$ cat src/rtl/mem_access_unit.sv
`default_nettype none
// ============================================================================
// Module   : mem_access_unit
// Brief    : Load/store responder for a word-wide synchronous SRAM. Handles
//            byte/half/word accesses, splits word-crossing misaligned
//            accesses into two word accesses, and sign/zero-extends loads.
// Revision : 1.0 - initial release
// ============================================================================
module mem_access_unit (
   input  logic        CLK,
   input  logic        RST,
   input  logic        req,
   input  logic        we,
   input  logic [1:0]  mem_sz,
   input  logic [2:0]  mem_sx,
   input  logic [31:0] addr,
   input  logic [31:0] wdata,
   output logic [31:0] rdata,
   output logic        busy,
   output logic        done,
   output logic        sram_en,
   output logic        sram_we,
   output logic [29:0] sram_addr,
   output logic [3:0]  sram_be,
   output logic [31:0] sram_wdata,
   input  logic [31:0] sram_rdata
);

   typedef enum logic [2:0] {
      ST_IDLE = 3'd0,
      ST_S0   = 3'd1,
      ST_S1   = 3'd2,
      ST_L0   = 3'd3,
      ST_L1   = 3'd4,
      ST_LW   = 3'd5,
      ST_DONE = 3'd6
   } state_t;

   state_t      r_state;

   // Request context captured in IDLE
   logic [1:0]  r_sz;
   logic        r_zx;
   logic [1:0]  r_off;
   logic [29:0] r_word0;
   logic        r_cross;
   logic [3:0]  r_be_hi;
   logic [31:0] r_wd_hi;
   logic [31:0] r_w0;

   // Registered outputs
   logic [31:0] r_rdata;
   logic        r_done;
   logic        r_sram_en;
   logic        r_sram_we;
   logic [29:0] r_sram_addr;
   logic [3:0]  r_sram_be;
   logic [31:0] r_sram_wdata;

   // Request decode, evaluated on the live inputs in IDLE only
   logic [3:0]  w_mask;
   logic [7:0]  w_be8;
   logic [63:0] w_win;
   logic        w_cross_in;

   // Load assembly, evaluated on captured context and SRAM return data
   logic [31:0] w_lo;
   logic [31:0] w_hi;
   logic [63:0] w_cat;
   logic [31:0] w_load;
   logic [29:0] w_word1;
   logic        w_unused;

   // Size to byte-lane mask; code 11 behaves as a word access
   always_comb begin
      w_mask = 4'b1111;
      case (mem_sz)
         2'b00:   w_mask = 4'b0001;
         2'b01:   w_mask = 4'b0011;
         default: w_mask = 4'b1111;
      endcase
   end

   // Enables and write data laid out across a two-word window; the upper
   // nibble/word only becomes non-zero when the access spills into word1
   assign w_be8      = {4'b0000, w_mask} << addr[1:0];
   assign w_win      = {32'h0000_0000, wdata} << {addr[1:0], 3'b000};
   assign w_cross_in = |w_be8[7:4];

   // Word1 wraps modulo 2^30 by natural overflow of the 30-bit adder
   assign w_word1 = r_word0 + 30'd1;

   // For a split load the first word was parked in r_w0 and the second word
   // is arriving now; otherwise the only word is arriving now
   assign w_lo  = r_cross ? r_w0 : sram_rdata;
   assign w_hi  = r_cross ? sram_rdata : 32'h0000_0000;
   assign w_cat = {w_hi, w_lo} >> {r_off, 3'b000};

   // Trim to the access size and extend (r_zx set means zero-extend)
   always_comb begin
      w_load = w_cat[31:0];
      case (r_sz)
         2'b00:   w_load = {{24{~r_zx & w_cat[7]}},  w_cat[7:0]};
         2'b01:   w_load = {{16{~r_zx & w_cat[15]}}, w_cat[15:0]};
         default: w_load = w_cat[31:0];
      endcase
   end

   assign w_unused = ^{mem_sx[1:0], w_cat[63:32]};

   // Sequencer: each transition also registers the SRAM command for the
   // state being entered, so the SRAM port never sees a combinational req
   always_ff @(posedge CLK or posedge RST) begin
      if (RST) begin
         r_state      <= ST_IDLE;
         r_sz         <= 2'b00;
         r_zx         <= 1'b0;
         r_off        <= 2'b00;
         r_word0      <= '0;
         r_cross      <= 1'b0;
         r_be_hi      <= 4'h0;
         r_wd_hi      <= '0;
         r_w0         <= '0;
         r_rdata      <= '0;
         r_done       <= 1'b0;
         r_sram_en    <= 1'b0;
         r_sram_we    <= 1'b0;
         r_sram_addr  <= '0;
         r_sram_be    <= 4'h0;
         r_sram_wdata <= '0;
      end else begin
         // Quiet SRAM port and no completion unless a state below says so
         r_done       <= 1'b0;
         r_sram_en    <= 1'b0;
         r_sram_we    <= 1'b0;
         r_sram_addr  <= '0;
         r_sram_be    <= 4'h0;
         r_sram_wdata <= '0;

         case (r_state)
            ST_IDLE: begin
               if (req) begin
                  r_sz        <= mem_sz;
                  r_zx        <= mem_sx[2];
                  r_off       <= addr[1:0];
                  r_word0     <= addr[31:2];
                  r_cross     <= w_cross_in;
                  r_be_hi     <= w_be8[7:4];
                  r_wd_hi     <= w_win[63:32];
                  r_sram_en   <= 1'b1;
                  r_sram_addr <= addr[31:2];
                  if (we) begin
                     r_sram_we    <= 1'b1;
                     r_sram_be    <= w_be8[3:0];
                     r_sram_wdata <= w_win[31:0];
                     r_state      <= ST_S0;
                  end else begin
                     r_sram_be <= 4'hF;
                     r_state   <= ST_L0;
                  end
               end
            end

            ST_S0: begin
               if (r_cross) begin
                  r_sram_en    <= 1'b1;
                  r_sram_we    <= 1'b1;
                  r_sram_addr  <= w_word1;
                  r_sram_be    <= r_be_hi;
                  r_sram_wdata <= r_wd_hi;
                  r_state      <= ST_S1;
               end else begin
                  r_done  <= 1'b1;
                  r_state <= ST_DONE;
               end
            end

            ST_S1: begin
               r_done  <= 1'b1;
               r_state <= ST_DONE;
            end

            ST_L0: begin
               if (r_cross) begin
                  r_sram_en   <= 1'b1;
                  r_sram_addr <= w_word1;
                  r_sram_be   <= 4'hF;
                  r_state     <= ST_L1;
               end else begin
                  r_state <= ST_LW;
               end
            end

            ST_L1: begin
               // Word0 read data returns while word1 is being read
               r_w0    <= sram_rdata;
               r_state <= ST_LW;
            end

            ST_LW: begin
               r_rdata <= w_load;
               r_done  <= 1'b1;
               r_state <= ST_DONE;
            end

            ST_DONE: begin
               r_state <= ST_IDLE;
            end

            default: begin
               r_state <= ST_IDLE;
            end
         endcase
      end
   end

   assign rdata      = r_rdata;
   assign busy       = (r_state != ST_IDLE);
   assign done       = r_done;
   assign sram_en    = r_sram_en;
   assign sram_we    = r_sram_we;
   assign sram_addr  = r_sram_addr;
   assign sram_be    = r_sram_be;
   assign sram_wdata = r_sram_wdata;

endmodule
`default_nettype wire

$ cat config.mk
export PLATFORM = sky130hd
export DESIGN_NAME = mem_access_unit
export DESIGN_NICKNAME = d
export VERILOG_FILES = /design/src/rtl/mem_access_unit.sv
export SDC_FILE = /design/constraint.sdc
export NUM_CORES = 1
export LEC_CHECK = 0
export ABC_AREA = 1
export CORE_MARGIN = 4
export CORE_UTILIZATION = 35
export CTS_CLUSTER_DIAMETER = 150
export DETAILED_ROUTE_END_ITERATION = 8
export PLACE_DENSITY_LB_ADDON = 0.1
export SKIP_CTS_REPAIR_TIMING = 1
export SLEW_MARGIN = 10
export SYNTH_ARGS = -nofsm -noshare
export SYNTH_HDL_FRONTEND = slang
export SYNTH_SLANG_ARGS = --single-unit
export TNS_END_PERCENT = 10
$ cat constraint.sdc
create_clock -name CLK -period 10.91 [get_ports CLK]
set_input_delay 1.6365 -clock CLK [delete_from_list [all_inputs] [get_ports CLK]]
set_output_delay 1.6365 -clock CLK [all_outputs]
set_load 0.05 [all_outputs]
Word-level counts from Yosys, hierarchy flattened
Index checks and enable logic that the tools add are counted.
{"block": "totals", "regBits": 208, "inputBits": 105, "elab_cells": 68}
{"block": "classes", "add_sub_neg": 1, "eq_ne": 8, "shift": 3, "muxes": 29, "n_bitwise": 3, "n_reduce_logical": 8}
{"operator": "$mux W32", "count": 5}
{"operator": "$pmux W32 S2", "count": 2}
{"operator": "$shl A32 B5 Y64", "count": 1}
{"operator": "$shr A64 B5 Y32", "count": 1}
{"operator": "$mux W30", "count": 2}
{"operator": "$pmux W30 S2", "count": 1}
{"operator": "$add A30 B1 Y30 const B", "count": 1}
{"operator": "$mux W4", "count": 4}
{"operator": "$pmux W3 S5", "count": 1}
{"operator": "$pmux W4 S3", "count": 1}
{"operator": "$pmux W4 S2", "count": 1}
{"operator": "$shl A4 B2 Y8", "count": 1}
{"operator": "$eq A3 B2 Y1 const B", "count": 2}
{"operator": "$eq A3 B3 Y1 const B", "count": 2}
{"operator": "$mux W1", "count": 6}
{"operator": "$mux W3", "count": 2}
{"operator": "$pmux W1 S2", "count": 3}
{"operator": "$eq A2 B1 Y1 const B", "count": 2}
{"operator": "$logic_not A2 Y1", "count": 2}
{"operator": "$reduce_or A2 Y1", "count": 2}
{"operator": "$reduce_or A4 Y1", "count": 1}
{"operator": "$eq A3 B1 Y1 const B", "count": 1}
{"operator": "$logic_not A3 Y1", "count": 1}
{"operator": "$reduce_bool A3 Y1", "count": 1}
{"operator": "other kinds (5)", "count": 6}

Depth between registers and ports, before layout
{"block": "depth", "depth_word": 6, "depth_mapped": 13, "depth_no_buf": 10}

Least setup slack after synthesis
Ideal clock, no wire load.
{"block": "synth_path", "path_kind": "input-to-reg", "startpoint": "input port addr[1]", "endpoint": "register r_sram_wdata[17] (netlist: sram_wdata[17])", "arrival_time_ns": 2.428, "slack_ns": 8.353, "path_stages": 6, "path_cell_list": "buf_2 > inv_1 > buf_1 > a21oi_1 > o21ai_0 > o21ai_0"}
{"block": "synth_via", "elab_chain_cells": 4}
{"element": "start: declaration", "line": "16", "rtl": "input logic [31:0] addr,"}
{"element": "$shl A32 B5 Y64", "line": "87", "rtl": "assign w_win = {32'h0000_0000, wdata} << {addr[1:0], 3'b000};"}
{"element": "$mux W32", "line": "152", "rtl": "if (we) begin"}
{"element": "$mux W32", "line": "142", "rtl": "if (req) begin"}
{"element": "$pmux W32 S2", "line": "140", "rtl": "case (r_state)"}
{"element": "end signal: assignment", "line": "155", "rtl": "r_sram_wdata <= w_win[31:0];"}
{"element": "end signal: assignment", "line": "170", "rtl": "r_sram_wdata <= r_wd_hi;"}
{"element": "end: declaration", "line": "58", "rtl": "logic [31:0] r_sram_wdata;"}
No other way between the ends.
A chain may end at the register's enable or synchronous reset.

Final worst setup path
{"block": "layout_path", "startpoint": "input port req", "endpoint": "register r_sram_wdata[7] (netlist: sram_wdata[7])"}
{"block": "layout_via", "elab_chain_cells": 2}
{"element": "start: declaration", "line": "12", "rtl": "input logic req,"}
{"element": "$mux W32", "line": "142"}
{"element": "$pmux W32 S2", "line": "140"}
No other way between the ends.

==> results.tsv <==
metric	value	unit
power.switching	1.80	mW
status	finished clean	
fp.coreArea	0.0296	mm²
crit_required	11270	ps
drive_gt1_frac	0.0694	
hold_path.startpoint	r_w0[30]$_DFFE_PP0P_	
nNetsFinal	1634	
maxCapViolations	0	
seq_area_frac_synth	0.474	
clock_skew	15.8	ps
p_sw_frac	0.480	
die_width	181	µm
io_pins	207	
netlist_area	0.0105	mm²
yosysUniqueCellTypes	43	
drv_slew	0	
cellPowerDensity	283	mW/mm²
p_leak	6.34	nW
post-place-ws	6640	ps
setup_ws	7160	ps
crit_arrival	4110	ps
crit_fanout	53	
die_h	181	µm
cts-root-buf	clkbuf_16	
grt_use_total	0.198	
syn_inst	1372	
grt_max_degree	124	
cts_buffers	17	
num_rows	63	
r2r_start	r_state[1]$_DFFE_PP0P_	
clkLatencyLatePin	450	ps
grt.overflow.total	0	
comb_power_share	0.501	
hpwl	22200	µm
crit_path_start_kind	input pin	
vias_per_cell	4.93	
crit_type	in2reg	
avgSynthCellArea	7.65	µm²
antenna_found_initial	3	
avgRoutedWirePerCell	16.7	µm
clk_pin_slew	90	ps
crit_start	req	
yosysWarnings	0	
grt_pass1_vias	9651	
port_buffers	204	
setup_violations	0	
hold_class	reg2reg	
h-tree-depth	4	
cts.sinks	199	
power_frac_seq	0.327	
slew_headroom	0.285	
antenna_left	0	
vias	9528	
n_antenna_cell	0	
final-hold-violation-count	0	
finalSetupTns	0	ps
clockBufferDepth	2	
grt_pass1_wl	52100	µm
drt-pass1-iter-count	5	
cts_tree	done	
multi_input_area	0.00453	mm²
peakVddDrop	0.162	mV
regArea	0.00498	mm²
syn_nets	1478	
die-area	0.0328	mm²
gp_congestion	0.856	
internal_power	1.95	mW
syn_to_final_growth	26.1	%
detail_route.iter0.violations	675	
fin_crit	3750	ps
route.detailed.drc	0	
wl	32300	µm
final_cell_mix	nand2_1, clkdlybuf4s50_1, dfrtp_1	
clkPwrFrac	0.172	
tightest_slew	1070	ps
fillers	3057	
final_common_cell	nand2_1	
period_share	0.344	
fmax	266	MHz
crit_path_end_kind	register	
initial_utilization	0.354	
ys_ff_latch	199	
rsz0062_at_grt	false	
fin_util	0.447	
==> kinds of logic (layout without fill, tap and decap cells) <==
family / count (synthesis) / in the layout / share of synthesized area
fa+ha+maj: 1 / 1 / 0.00119
compound gates: 237 / 237 / 0.123
flops: 199 / 199 / 0.474
buf+inv: 219 / 388 / 0.0940
xor+xnor: 1 / 1 / 0.000834
mux: 16 / 16 / 0.0169
simple gates: 699 / 699 / 0.290
==> power groups by stage <==
stage	sequential [mW]	clock [mW]	combinational [mW]
global route	1.26	0.691	2.09
finish	1.23	0.644	1.88
CTS	1.23	0.662	1.90
global placement	1.24	0	1.88
floorplan	1.56	0	1.03
detailed placement	1.24	0	1.89
==> registers in the layout (all words and copies together), names as in the netlist, 2 cells and up <==
name and cells:
r_be_hi 3, r_off 2, r_state 3, r_sz 2
r_w0 32, r_wd_hi 24, r_word0 30, rdata 32
sram_addr 30, sram_be 4, sram_wdata 32
==> cells in the mapped netlist, drive strengths merged <==
cell      n  area share
a211oi    1     0.00072
a21oi    36       0.017
a22o      2      0.0017
and2      1     0.00060
buf      59       0.036
clkbuf   15      0.0054
clkinv    3      0.0012
dfrtp   199        0.47
ha        1      0.0012
inv     142       0.051
mux2     14       0.015
mux2i     2      0.0019
nand2   423        0.16
nand3   150       0.072
nand3b    1     0.00072
nand4     6      0.0042
nor2     92       0.040
nor3     10      0.0058
o211ai   11      0.0079
o21a      8      0.0057
o21ai   150       0.072
o22ai    28       0.017
o311ai    1     0.00083
or2      16      0.0095
xor2      1     0.00083
==> layer usage <==
metal	GRT usage	share of wire
met3	0.0421	0.053
met1	0.267	0.45
met2	0.323	0.47
met4	0.0546	0.020
met5	0	0.0011
==> layout make-up <==
type                    instances  share of cell area
flip-flops and latches        199               0.376
inverters                     145              0.0420
repair buffers                211               0.158
multi-input cells             954               0.342
well taps                     390              0.0368
clock inverters                14              0.0118
clock buffers                  18              0.0332
==> stage by stage <==
step	instances	hold slack [ps]	cell area [µm²]	power, mW
after detailed placement	1899	460	12600	3.13
after global routing	1931	503	13200	4.04
after floorplan	1372	442	10500	2.59
after global placement	1899	456	12600	3.12
final	1931	471	13200	3.75
after CTS	1931	477	13200	3.79
==> worst paths after layout <==
path                            slack (ps)                      end  depth (start not counted)
min in group asynchronous             1770     r_w0[28]$_DFFE_PP0P_                          2
worst min register to register         470     r_w0[30]$_DFFE_PP0P_                          2
worst min-delay path                   470     r_w0[30]$_DFFE_PP0P_                          2
worst max-delay path                  7160  sram_wdata[7]$_DFF_PP0_                          8
max in group asynchronous             7490      r_cross$_DFFE_PP0P_                          3
worst max register to register        8150  sram_wdata[7]$_DFF_PP0_                          8
==> worst max-delay path, cell delays in order <==
cell and delay, ps:
clkdlybuf4s50_1 450, inv_1 110, nor2_8 520, buf_4 600
nand2_4 250, nor2_8 220, inv_2 150, o22ai_1 150
Power figures use the tool's default switching activity.
